### config.mk
export PLATFORM = sky130hd
export DESIGN_NAME = fetch_unit
export DESIGN_NICKNAME = d
export VERILOG_FILES = /design/src/rtl/fetch_unit.sv
export SDC_FILE = /design/constraint.sdc
export NUM_CORES = 1
export LEC_CHECK = 0
export ABC_AREA = 0
export BUFFER_PORTS_ARGS = -buffer_cell sky130_fd_sc_hd__buf_2
export CORE_ASPECT_RATIO = 1.4
export CORE_MARGIN = 10
export CORE_UTILIZATION = 50
export DETAILED_ROUTE_END_ITERATION = 8
export PLACE_DENSITY = 0.81
export SLEW_MARGIN = 0
export SYNTH_ARGS = -nofsm -noshare
export SYNTH_HDL_FRONTEND = slang
export SYNTH_SLANG_ARGS = --single-unit
### constraint.sdc
create_clock -name clock -period 5.7 [get_ports clock]
set_input_delay 0.57 -clock clock [delete_from_list [all_inputs] [get_ports clock]]
set_output_delay 0.57 -clock clock [all_outputs]
set_load 0.02 [all_outputs]
### src/rtl/fetch_unit.sv
// fetch_unit: single-outstanding instruction fetcher with a 2-entry
// {inst, pc} queue and redirect/drop handling for late responses.
// Ports: clock, reset (async, high) | imem_req/addr/ready/rvalid/rdata
// to instruction memory | redirect, redirect_pc from branch resolution
// | inst_valid/inst/inst_pc/inst_ready queue head to decode.
module fetch_unit #(
  parameter logic [31:0] RESET_PC = 32'h0000_0000
) (
  input  logic        clock,
  input  logic        reset,
  output logic        imem_req,
  output logic [31:0] imem_addr,
  input  logic        imem_ready,
  input  logic        imem_rvalid,
  input  logic [31:0] imem_rdata,
  input  logic        redirect,
  input  logic [31:0] redirect_pc,
  output logic        inst_valid,
  output logic [31:0] inst,
  output logic [31:0] inst_pc,
  input  logic        inst_ready
);

  localparam logic [1:0] RUN  = 2'd0;
  localparam logic [1:0] WAIT = 2'd1;
  localparam logic [1:0] DROP = 2'd2;

  logic [1:0]  state;
  logic [1:0]  state_nx;
  logic [31:0] fetch_pc;
  logic [31:0] req_pc;
  logic [31:0] q_inst [2];
  logic [31:0] q_pc   [2];
  logic        rd_ptr;
  logic        wr_ptr;
  logic [1:0]  count;
  logic        accept;
  logic        push;
  logic        pop;

  // Gated by reset so nothing is requested while reset is held.
  assign imem_req = !reset && (state == RUN)
                 && (count != 2'd2) && !redirect;
  assign imem_addr = {fetch_pc[31:2], 2'b00};
  assign accept = imem_req && imem_ready;

  // A redirect kills both the arriving word and any consumption.
  assign push = (state == WAIT) && imem_rvalid && !redirect;
  assign pop  = inst_valid && inst_ready && !redirect;

  assign inst_valid = (count != 2'd0);
  assign inst       = q_inst[rd_ptr];
  assign inst_pc    = q_pc[rd_ptr];

  always_comb begin
    state_nx = state;
    unique case (state)
      RUN:  if (accept) state_nx = WAIT;
      WAIT: begin
        if (imem_rvalid)   state_nx = RUN;
        else if (redirect) state_nx = DROP;
      end
      DROP: if (imem_rvalid) state_nx = RUN;
      default: state_nx = RUN;
    endcase
  end

  always_ff @(posedge clock or posedge reset) begin
    if (reset) begin
      state     <= RUN;
      fetch_pc  <= RESET_PC;
      req_pc    <= RESET_PC;
      count     <= 2'd0;
      rd_ptr    <= 1'b0;
      wr_ptr    <= 1'b0;
      q_inst[0] <= 32'd0;
      q_inst[1] <= 32'd0;
      q_pc[0]   <= 32'd0;
      q_pc[1]   <= 32'd0;
    end else begin
      state <= state_nx;
      if (redirect) begin
        fetch_pc <= {redirect_pc[31:2], 2'b00};
        count    <= 2'd0;
        rd_ptr   <= 1'b0;
        wr_ptr   <= 1'b0;
      end else begin
        if (accept) begin
          req_pc   <= fetch_pc;
          fetch_pc <= fetch_pc + 32'd4;
        end
        if (push) begin
          q_inst[wr_ptr] <= imem_rdata;
          q_pc[wr_ptr]   <= req_pc;
          wr_ptr         <= ~wr_ptr;
        end
        if (pop) rd_ptr <= ~rd_ptr;
        case ({push, pop})
          2'b10:   count <= count + 2'd1;
          2'b01:   count <= count - 2'd1;
          default: count <= count;
        endcase
      end
    end
  end

endmodule

==> summary.txt <==
Yosys
  • Number of library cell types mapped by synthesis: 47
  • Register area share after synthesis: 55.0%
  • Synth warn: 0
  • Asr flop ratio synth: 100%
  • Synth Area in Simple Gates: 11.3%
  • EDFF count, synth: 0
  • Post-synthesis register bit count: 190
  • Synth Area per Inst: 12.1 sq um
  • Compound-Gate Fraction of Synth Area: 5.37%
  • Mapped Cells: 714
  • XOR/XNOR Fraction of Synth Area: 0.507%
  • Post-Synth Adder-Cell Area: 0.145%
  • Synth Flop Type: dfrtp_1
  • Main combinational cell family by area after synthesis: multiplexers
  • Mapped Area: 8640 sq um
  • Mux cell area share after synthesis: 24.7%

Final layout
  • Commonest non-fill, non-tap cell in the layout: dfrtp_1
  • Fin area: 10,100 sq um
  • Reg area: 4760 sq um
  • Synthesis-to-layout area growth: 17.4%
  • Nets@finish: 929
  • Commonest cells after routing, fill and taps aside: 189 x dfrtp_1, 187 x mux2_2, 161 x buf_2, 113 x nand2_1, 26 x nor2_1
  • Layout cells sized above 1: 45.8%
  • Multi-input logic area: 3660 sq um
  • # fillers: 1,417
  • Final std cells w/o fill: 1,103

Drt
  • Routed Antenna Nets: 0
  • Pre-Repair DR Iteration Count: 5
  • Number of vias per cell: 5.44
  • DRC: 0
  • Via Count: 5,999
  • Routed wire length: 20.2 mm
  • Drt wl/cell: 18.3 microns
  • Number of DRC markers in iteration 0: 288

Die
  • Die Y: 176 microns
  • Die W: 131 microns
  • Core ar.: 16,900 sq um
  • Row Count: 56
  • # IOs: 168
  • Die area: 23,000 sq um
  • Initial Utilization: 51.2%

Run status
  • Status: finished clean

Power and ir drop
  • PD cells: 370 nW/um^2
  • P_leak: 5.07 nW
  • Worst vdd ir: 0.159 mV

Place
  • Gp weighted congestion: 0.788
  • Hpwl dp: 13.7 mm
  • Post-DP Area: 9610 sq um
  • Inst Count DP: 1,071
  • # port buffers: 161

Critical path
  • Crit start category: flip-flop
  • Critical path fanouts, max: 39
  • Worst EP arrival: 2.42 ns
  • Crit path capture type: output pin
  • Crit path required time: 5.13 ns
  • Crit Path Class: reg -> out

Clock network
  • Clk Latency, worst-skew pair: 0.42 ns
  • CTS buffer count: 17
  • Setup bufs post-CTS: 0
  • Clk sinks: 190
  • H-tree depth: 4
  • Hold_buf cts: 0
  • CTS root buf: clkbuf_16
  • Resized cells post-CTS: 0
  • Largest buffer count on any clock path: 2
  • CTS tree: built
  • Clock slew at reported path FFs: 0.07 ns

Global route
  • Total GRT Usage: 17.9%
  • Number of global-route vias before repair: 6,296
  • GRT Residual Overflow: 0
  • Initial antenna violation count: 2
  • First-pass GRT wire length: 32.8 mm
  • Pin count of the biggest net entering global routing: 174

Timing
  • Tmin final: 2.99 ns
  • Worst slew pin tran: 0.948 ns
  • Clock skew: 0.00847 ns
  • RSZ-0062 raised after global routing: false
  • TNS Setup: 0 ns
  • Fmax achieved: 335 MHz
  • Slew margin rel.: 36.8%
  • Final setup viols: 0
  • Slew Viols, Final: 0
  • Crit share post-route: 52.4%
  • Hold Vio Cnt, Final: 0

Min path
  • Hold WC Path Type: in -> async

Flow run
  • Max Cap Viol: 0
[power breakdown]
group / switching, mW / internal, mW
sequential: 0.162 / 1.59
combinational: 0.505 / 0.420
clock: 0.498 / 0.576
[final timing paths]
kind	startpoint	endpoint	cells past startpoint	slack, ns
max	rd_ptr	inst[14]	3	2.71
max reg2reg	state[1]	fetch_pc[29]	6	3.27
min reg2reg	req_pc[8]	req_pc[8]	2	0.50
max in group asynchronous	reset	fetch_pc[11]	3	4.32
min in group clock	imem_rvalid	state[1]	2	0.33
min	reset	q_inst[28]	2	0.17
[state kept, by name (all words and copies together), names as in the netlist]
register and count:
fetch_pc 30, q_pc 60, q_inst 64, req_pc 30
wr_ptr 1, count 2, state 2, rd_ptr 1
[cell usage after synthesis (2+ instances only)]
cell / instances / area (sq um)
a21oi_1: 4 / 20.0
a221o_1: 5 / 50.1
a22oi_1: 4 / 30.0
a31oi_1: 9 / 56.3
a32oi_1: 2 / 17.5
and2_1: 3 / 18.8
and3_1: 6 / 37.5
buf_1: 2 / 7.51
buf_2: 21 / 105
buf_4: 6 / 45.0
clkbuf_1: 18 / 67.6
dfrtp_1: 190 / 4750
inv_1: 6 / 22.5
mux2_2: 187 / 2110
mux2i_1: 3 / 30.0
nand2_1: 114 / 428
nand2b_1: 4 / 25.0
nand3_1: 19 / 95.1
nand3b_1: 3 / 22.5
nand4_1: 12 / 75.1
nor2_1: 26 / 97.6
nor2b_1: 4 / 25.0
nor3_1: 5 / 25.0
nor4_4: 2 / 42.5
o211ai_1: 5 / 37.5
o21ai_0: 23 / 115
o311ai_0: 5 / 43.8
o311ai_1: 4 / 35.0
xnor2_1: 3 / 26.3
xor2_1: 2 / 17.5
[metal layers]
| layer | track usage, % | wire length (microns) |
|---|---|---|
| met3 | 4.82 | 1230 |
| met2 | 30.3 | 10200 |
| met5 | 0 | 0 |
| met4 | 5.02 | 218 |
| met1 | 21.9 | 8480 |
[critical path: stages, from the launching register on]
cell and delay [ns]:
dfrtp_2 0.80, buf_4 0.59, mux2_2 0.41, buf_2 0.17
[logic make-up (layout without fill, tap and decap cells)]
logic type,count (synthesis),after routing
AOI/OAI and AO/OA,68,68
buffers and inverters,53,205
muxes,190,190
other,1,6
and+or+nand+nor,206,206
DFF,190,190
adders and majority gates,1,1
xor gates and xnor gates,5,5
[through the flow]
| stage | setup slack [ns] | total power [mW] | utilization [%] | hold slack [ns] |
|---|---|---|---|---|
| CTS | 2.66 | 3.79 | 60.0 | 0.167 |
| global route | 2.61 | 3.97 | 60.0 | 0.191 |
| global placement | 2.67 | 2.69 | 56.9 | 0.479 |
| detailed placement | 2.64 | 2.72 | 56.9 | 0.482 |
| floorplan | 2.68 | 2.39 | - | 0.452 |
| finish | 2.71 | 3.75 | 60.1 | 0.165 |
[layout make-up]
class / count / share of cell area (%)
clock inverters: 10 / 0.666
inverters: 6 / 0.259
flip-flops and latches: 190 / 46.9
repair buffers: 169 / 8.66
clock buffers: 20 / 4.50
multi-input cells: 474 / 36.1
well taps: 232 / 2.86
diodes: 2 / 0.0493
Note: power is estimated with default switching activity, not from simulation.
